**src/rtl/letter_ps2_tx_pkg.sv**
```systemverilog
// Shared definitions for the letter-to-PS/2 transmitter: the set-2 scancodes,
// the letter index constants, the frame width and the FSM state type.
package letter_ps2_tx_pkg;

    localparam int FRAME_W = 11;

    localparam logic [7:0] PS2_BREAK = 8'hF0;

    localparam logic [4:0] LETTER_ENTER = 5'd26;
    localparam logic [4:0] LETTER_NONE  = 5'd27;

    localparam logic [7:0] SC_A = 8'h1C;
    localparam logic [7:0] SC_B = 8'h32;
    localparam logic [7:0] SC_C = 8'h21;
    localparam logic [7:0] SC_D = 8'h23;
    localparam logic [7:0] SC_E = 8'h24;
    localparam logic [7:0] SC_F = 8'h2B;
    localparam logic [7:0] SC_G = 8'h34;
    localparam logic [7:0] SC_H = 8'h33;
    localparam logic [7:0] SC_I = 8'h43;
    localparam logic [7:0] SC_J = 8'h3B;
    localparam logic [7:0] SC_K = 8'h42;
    localparam logic [7:0] SC_L = 8'h4B;
    localparam logic [7:0] SC_M = 8'h3A;
    localparam logic [7:0] SC_N = 8'h31;
    localparam logic [7:0] SC_O = 8'h44;
    localparam logic [7:0] SC_P = 8'h4D;
    localparam logic [7:0] SC_Q = 8'h15;
    localparam logic [7:0] SC_R = 8'h2D;
    localparam logic [7:0] SC_S = 8'h1B;
    localparam logic [7:0] SC_T = 8'h2C;
    localparam logic [7:0] SC_U = 8'h3C;
    localparam logic [7:0] SC_V = 8'h2A;
    localparam logic [7:0] SC_W = 8'h1D;
    localparam logic [7:0] SC_X = 8'h22;
    localparam logic [7:0] SC_Y = 8'h35;
    localparam logic [7:0] SC_Z = 8'h1A;
    localparam logic [7:0] SC_ENTER = 8'h5A;

    typedef enum logic [1:0] {
        ST_IDLE   = 2'd0,
        ST_BIT_HI = 2'd1,
        ST_BIT_LO = 2'd2,
        ST_GAP    = 2'd3
    } state_t;

    // Builds the wire-order frame (bit 0 goes out first): start, data LSB first,
    // odd parity, stop.
    function automatic logic [FRAME_W-1:0] make_frame(input logic [7:0] data);
        return {1'b1, ~(^data), data, 1'b0};
    endfunction

endpackage

```
**src/rtl/letter_ps2_tx_encoder.sv**
```systemverilog
// Letter index to PS/2 set-2 make code; exact inverse of the keyboard letter
// decoder. Indices 27-31 have no key and report valid=0.
module letter_encoder
    import letter_ps2_tx_pkg::*;
(
    input  logic [4:0] letter,
    output logic       valid,
    output logic [7:0] code
);

    // Pure lookup; unmapped indices fall through to the default.
    always_comb begin
        valid = 1'b1;
        code  = 8'h00;
        case (letter)
            5'd0:  code = SC_A;
            5'd1:  code = SC_B;
            5'd2:  code = SC_C;
            5'd3:  code = SC_D;
            5'd4:  code = SC_E;
            5'd5:  code = SC_F;
            5'd6:  code = SC_G;
            5'd7:  code = SC_H;
            5'd8:  code = SC_I;
            5'd9:  code = SC_J;
            5'd10: code = SC_K;
            5'd11: code = SC_L;
            5'd12: code = SC_M;
            5'd13: code = SC_N;
            5'd14: code = SC_O;
            5'd15: code = SC_P;
            5'd16: code = SC_Q;
            5'd17: code = SC_R;
            5'd18: code = SC_S;
            5'd19: code = SC_T;
            5'd20: code = SC_U;
            5'd21: code = SC_V;
            5'd22: code = SC_W;
            5'd23: code = SC_X;
            5'd24: code = SC_Y;
            5'd25: code = SC_Z;
            LETTER_ENTER: code = SC_ENTER;
            default: valid = 1'b0;
        endcase
    end

endmodule

```
**src/rtl/letter_ps2_tx.sv**
```systemverilog
// Device-side PS/2 transmitter: serialises the scancode of a letter index as
// make (and optionally F0 + code break) frames, standing in for a keyboard.
//
// Request handshake: a request is taken on a rising clock edge where in_valid
// and in_ready are both high; in_letter is sampled only on that edge. in_ready
// is high only while idle and the host is not holding the clock line low, and
// in_valid may be held high across transactions.
module letter_ps2_tx
    import letter_ps2_tx_pkg::*;
#(
    parameter int CLK_DIV    = 2500,
    parameter int GAP_CYCLES = 5000,
    parameter bit SEND_BREAK = 1'b1
)(
    input  logic       clock,
    input  logic       resetn,
    input  logic [4:0] in_letter,
    input  logic       in_valid,
    output logic       in_ready,
    input  logic       ps2_clk_in,
    output logic       ps2_clk_o,
    output logic       ps2_dat_o,
    output logic       done,
    output logic       err,
    output logic [1:0] state_dbg
);

    localparam int CNT_MAX = (CLK_DIV > GAP_CYCLES) ? CLK_DIV : GAP_CYCLES;
    localparam int CNT_W   = $clog2(CNT_MAX + 1);
    localparam logic [CNT_W-1:0] DIV_LAST = CNT_W'(CLK_DIV - 1);
    localparam logic [CNT_W-1:0] GAP_LAST = CNT_W'(GAP_CYCLES - 1);
    localparam logic [1:0] LAST_BYTE = SEND_BREAK ? 2'd2 : 2'd0;
    localparam logic [3:0] STOP_POS  = 4'(FRAME_W - 1);

    state_t               state, state_next;
    logic                 sync_ff1, clk_s, inhibit, accept;
    logic [CNT_W-1:0]     div_cnt;
    logic [3:0]           bit_cnt;
    logic [1:0]           byte_cnt;
    logic [7:0]           code_q;
    logic [FRAME_W-1:0]   frame_q;
    logic                 enc_valid;
    logic [7:0]           enc_code;
    logic                 clr_div, load, shift, next_frame, set_done, set_err;

    letter_encoder u_encoder (
        .letter (in_letter),
        .valid  (enc_valid),
        .code   (enc_code)
    );

    // Two-flop synchroniser on the sensed clock line; resets to "released".
    always_ff @(posedge clock or negedge resetn) begin
        if (!resetn) begin
            sync_ff1 <= 1'b1;
            clk_s    <= 1'b1;
        end else begin
            sync_ff1 <= ps2_clk_in;
            clk_s    <= sync_ff1;
        end
    end

    assign inhibit   = ~clk_s;
    assign in_ready  = (state == ST_IDLE) && clk_s;
    assign accept    = in_valid && in_ready;
    assign state_dbg = state;

    // Lines are decoded from state so an async reset releases them immediately.
    assign ps2_clk_o = (state != ST_BIT_LO);
    assign ps2_dat_o = (state == ST_BIT_HI || state == ST_BIT_LO) ? frame_q[0] : 1'b1;

    // State register.
    always_ff @(posedge clock or negedge resetn) begin
        if (!resetn) state <= ST_IDLE;
        else         state <= state_next;
    end

    // Next-state and datapath control.
    always_comb begin
        state_next = state;
        clr_div    = 1'b0;
        load       = 1'b0;
        shift      = 1'b0;
        next_frame = 1'b0;
        set_done   = 1'b0;
        set_err    = 1'b0;
        case (state)
            ST_IDLE: begin
                clr_div = 1'b1;
                if (accept) begin
                    if (enc_valid) begin
                        state_next = ST_BIT_HI;
                        load       = 1'b1;
                    end else begin
                        set_err = 1'b1;
                    end
                end
            end
            ST_BIT_HI: begin
                // Once the stop bit is on the wire the frame is committed.
                if (inhibit && bit_cnt != STOP_POS) begin
                    state_next = ST_IDLE;
                    set_err    = 1'b1;
                end else if (div_cnt == DIV_LAST) begin
                    state_next = ST_BIT_LO;
                    clr_div    = 1'b1;
                end
            end
            ST_BIT_LO: begin
                // We are pulling the clock low ourselves, so inhibit is not visible here.
                if (div_cnt == DIV_LAST) begin
                    clr_div = 1'b1;
                    if (bit_cnt != STOP_POS) begin
                        state_next = ST_BIT_HI;
                        shift      = 1'b1;
                    end else if (byte_cnt == LAST_BYTE) begin
                        state_next = ST_IDLE;
                        set_done   = 1'b1;
                    end else begin
                        state_next = ST_GAP;
                    end
                end
            end
            ST_GAP: begin
                if (inhibit) begin
                    state_next = ST_IDLE;
                    set_err    = 1'b1;
                end else if (div_cnt == GAP_LAST) begin
                    state_next = ST_BIT_HI;
                    next_frame = 1'b1;
                    clr_div    = 1'b1;
                end
            end
            default: state_next = ST_IDLE;
        endcase
    end

    // Divider, bit/byte counters, frame shifter and status pulses.
    always_ff @(posedge clock or negedge resetn) begin
        if (!resetn) begin
            div_cnt  <= '0;
            bit_cnt  <= '0;
            byte_cnt <= '0;
            code_q   <= '0;
            frame_q  <= '0;
            done     <= 1'b0;
            err      <= 1'b0;
        end else begin
            div_cnt <= clr_div ? '0 : div_cnt + 1'b1;
            if (load) begin
                code_q   <= enc_code;
                frame_q  <= make_frame(enc_code);
                bit_cnt  <= '0;
                byte_cnt <= '0;
            end else if (shift) begin
                frame_q <= {1'b1, frame_q[FRAME_W-1:1]};
                bit_cnt <= bit_cnt + 1'b1;
            end else if (next_frame) begin
                frame_q  <= make_frame((byte_cnt == 2'd0) ? PS2_BREAK : code_q);
                bit_cnt  <= '0;
                byte_cnt <= byte_cnt + 1'b1;
            end
            done <= set_done;
            err  <= set_err;
        end
    end

endmodule
```
**config.mk**
```make
export PLATFORM = sky130hd
export DESIGN_NAME = letter_ps2_tx
export DESIGN_NICKNAME = d
export VERILOG_FILES = /design/src/rtl/letter_ps2_tx_pkg.sv /design/src/rtl/letter_ps2_tx_encoder.sv /design/src/rtl/letter_ps2_tx.sv
export SDC_FILE = /design/constraint.sdc
export NUM_CORES = 1
export LEC_CHECK = 0
export ABC_CLOCK_PERIOD_IN_PS = 2200
export BUFFER_PORTS_ARGS = -buffer_cell sky130_fd_sc_hd__buf_2
export CAP_MARGIN = 15
export CORE_UTILIZATION = 40
export CTS_CLUSTER_DIAMETER = 50
export DETAILED_ROUTE_END_ITERATION = 6
export HOLD_SLACK_MARGIN = 0.02
export PLACE_DENSITY_LB_ADDON = 0.08
export SYNTH_ARGS = -nofsm -noshare
export SYNTH_HDL_FRONTEND = slang
export SYNTH_HIERARCHICAL = 1
export SYNTH_SLANG_ARGS = --single-unit
```
**constraint.sdc**
```tcl
create_clock -name clock -period 2.2 [get_ports clock]
set_input_delay 0.44 -clock clock [delete_from_list [all_inputs] [get_ports clock]]
set_output_delay 0.44 -clock clock [all_outputs]
set_load 0.01 [all_outputs]
```
==> flow_summary.yaml <==
sta:
  rsz0062_at_grt: "yes"
  final.setup.tns_ps: 0
  final_max_slew_viol_count: 0
  setup_viol: 0
  relSlewSlack_pct: 61.30
  max_freq_ghz: 0.4682
  tightestPinTransition_ps: 580.6
  setup_slack_ps: 64.01
  finalClockSkew_ps: 11.54
  period_share_pct: 97.09
  hold_viol: 0
  period_needed_ps: 2136
logic_synthesis:
  ys.flop_type: "dfrtp_1"
  synth.distinct_cells: 61
  netlist_instances: 325
  ys_warn_count: 6
  postSynthAreaPerCell_um2: 8.893
  syn_nets: 344
  ys_seq_area_share_pct: 38.18
  ys_seq_elements: 44
  synth_area_mm2: 0.002890
  synth_edf_count: 0
  synthArstFlopShare_pct: 100.0
clock_tree:
  clock-sinks: 44
  cts_buffers: 5
  cts-root-buf: "clkbuf_8"
  cts_max_path_buffers: 2
  h-tree-depth: 2
  clk_latency_ps: 310
  cts_tree: "done"
  clk_pin_slew_worst_paths_ps: 100
worst_setup_path:
  timing.critical_path.required_ps: 2400
  critPathBufInv: 1
  critPathArrivalTime_ps: 2340
  worst-path-stages: 7
  crit_family: "simple AND/OR/NAND/NOR gates"
  worst_setup_path_start_kind: "register"
  crit_path_top_delay_cell: "or4b_4"
  crit_start: "div_cnt[1]$_DFF_PN0_"
  crit_end: "state_dbg[1]$_DFFE_PN0P_"
  rr_worst_depth: 7
  r2r_end: "state_dbg[1]$_DFFE_PN0P_"
  cp_slowest_stage_delay_ps: 480
  reg2reg_slack_ps: 60
  criticalPathCategory: "reg2reg"
  cp-end-kind: "register"
  cp_max_fo: 3
  reg2reg_from: "div_cnt[1]$_DFF_PN0_"
  crit_chain: "ha_2 > or4b_4 > or2_4 > buf_6 > o21ai_2 > nand4_1 > mux2_4"
min_path:
  min_path_type: "in2async"
floorplanning:
  ios: 16
  dieArea_mm2: 0.007570
  fp-row-count: 30
  initial_utilization_pct: 42.08
  die_y_um: 87.01
  die_width_um: 87.01
  core_area_mm2: 0.006869
grt:
  antenna_found_initial: 0
  grt_max_degree: 45
  grt_pass1_wl_um: 10570
  grt_pass1_vias: 2130
  grt-ovfl-total: 0
  grt_use_total_pct: 18.12
placed_design:
  routabilityCongestion: 0.8250
  post-place-ws_ps: 27.58
  dp_cells: 441
  port_buffers: 15
  dp_hpwl_um: 4420
layout:
  seq_area_mm2: 0.001104
  layout-drive-gt1-share_pct: 20.73
  multi_input_area_mm2: 0.001635
  final_nets: 375
  syn2layout_area_growth_pct: 14.81
  stdcell_count: 453
  final_util_pct: 48.31
  nFillCells: 660
  final_common_cell: "nand2_1"
  final_cell_mix: "48 x nand2_1, 42 x dfrtp_1, 32 x nor2_1"
  diodes: 0
detailed_routing:
  routedWlPerCell_um: 13.92
  firstDrtPassIters: 4
  drc: 0
  routed_via_density: 5.119
  drt-total-wl_um: 6308
  drt_iter0_drc: 123
  postRouteAntennaNets: 0
  vias: 2319
power:
  p_leak_nw: 1.434
  peakVddDrop_mv: 0.3201
  powerDensity_mw_per_mm2: 920.8
job:
  cap_violations: 0
outcome:
  outcome: "finished clean"
registers in the layout, indices dropped and copies added (netlist names):
| signal | count |
|---|---|
| div_cnt | 13 |
| frame_q | 11 |
| code_q | 8 |
| bit_cnt | 4 |
| byte_cnt | 2 |
| state_dbg | 2 |
| clk_s | 1 |
| done | 1 |
| err | 1 |
| sync_ff1 | 1 |
worst min-delay path by stage:
stage	start	to	slack, ps	cells past startpoint
after floorplan	resetn	bit_cnt[0]$_DFFE_PN0P_	140	0
after CTS	ps2_clk_in	sync_ff1$_DFF_PN1_	210	1
final	resetn	frame_q[3]$_DFFE_PN0P_	210	2
after global routing	ps2_clk_in	sync_ff1$_DFF_PN1_	210	1
after detailed placement	sync_ff1$_DFF_PN1_	clk_s$_DFF_PN1_	350	0
after global placement	sync_ff1$_DFF_PN1_	clk_s$_DFF_PN1_	350	0
logic make-up after synthesis:
| logic type | count (synthesis) | synth area share (%) |
|---|---|---|
| fa+ha+maj | 11 | 4.719 |
| flops | 44 | 38.18 |
| compound gates | 66 | 16.32 |
| xor+xnor | 25 | 7.576 |
| mux | 7 | 2.511 |
| simple gates | 140 | 24.63 |
| buf+inv | 31 | 5.930 |
| other cells | 1 | 0.1297 |
worst reg2reg max path: stages (launching register included):
cell     delay [ps]
dfrtp_1         370
ha_2            170
or4b_4          480
or2_4           270
buf_6           120
o21ai_2          40
nand4_1         210
mux2_4          360
what timing repair did:
item / 4_1_cts / 5_1_grt
buffers inserted: 0 / 3
gates resized for setup: 0 / 9
hold buffers: 0 / 0
endpoints found under the setup margin: 0 / 12
layer usage:
layer	share of wire (%)	GRT usage (%)	vias up	routed length (µm)
met5	0	0	-	0
li1	-	-	1180	-
met4	0.95	4.091	0	60
met2	44	27.13	37	2777
met3	2.7	3.128	4	168
met1	52	27.14	1098	3301
layout make-up:
type                            instances  share of cell area [%]
Tap cell                               96                   3.620
Clock inverter                          3                   1.395
Inverter                               14                   1.584
Clock buffer                            5                   2.074
Sequential cell                        44                   33.26
Multi-Input combinational cell        250                   49.28
Timing Repair Buffer                   41                   8.786
per-stage QoR:
stage	instance area (µm²)	power, mW	hold slack, ps
after floorplan	2890	2.016	144.4
after global placement	3144	2.346	346.7
after detailed placement	3144	2.359	349.0
after CTS	3259	3.027	214.0
after global routing	3318	3.274	210.6
final	3318	3.055	211.7
where the power goes:
group	internal (mW)	leakage, nW	switching [mW]
combinational	0.597	0.814	0.628
sequential	1.01	0.565	0.161
clock	0.342	0.0548	0.311
total	1.95	1.43	1.10
cells in the mapped netlist (4+ instances only):
| cell type | instances | share of area, % |
|---|---|---|
| nand2b_1 | 6 | 1.3 |
| xnor2_1 | 18 | 5.5 |
| xor2_1 | 7 | 2.1 |
| inv_1 | 13 | 1.7 |
| o21ai_0 | 14 | 2.4 |
| nor3_1 | 6 | 1.0 |
| and2_1 | 5 | 1.1 |
| and3_1 | 5 | 1.1 |
| buf_2 | 5 | 0.87 |
| dfrtp_1 | 42 | 36 |
| nor2_1 | 32 | 4.2 |
| ha_1 | 10 | 4.3 |
| a21oi_1 | 16 | 2.8 |
| nand3_1 | 6 | 1.0 |
| nor2b_1 | 5 | 1.1 |
| buf_6 | 5 | 1.9 |
| mux2i_1 | 5 | 1.7 |
| o21ai_1 | 7 | 1.2 |
| a41oi_2 | 4 | 2.3 |
| nand3b_1 | 8 | 2.1 |
| nand2_1 | 48 | 6.2 |
Power figures use the tool's default switching activity.
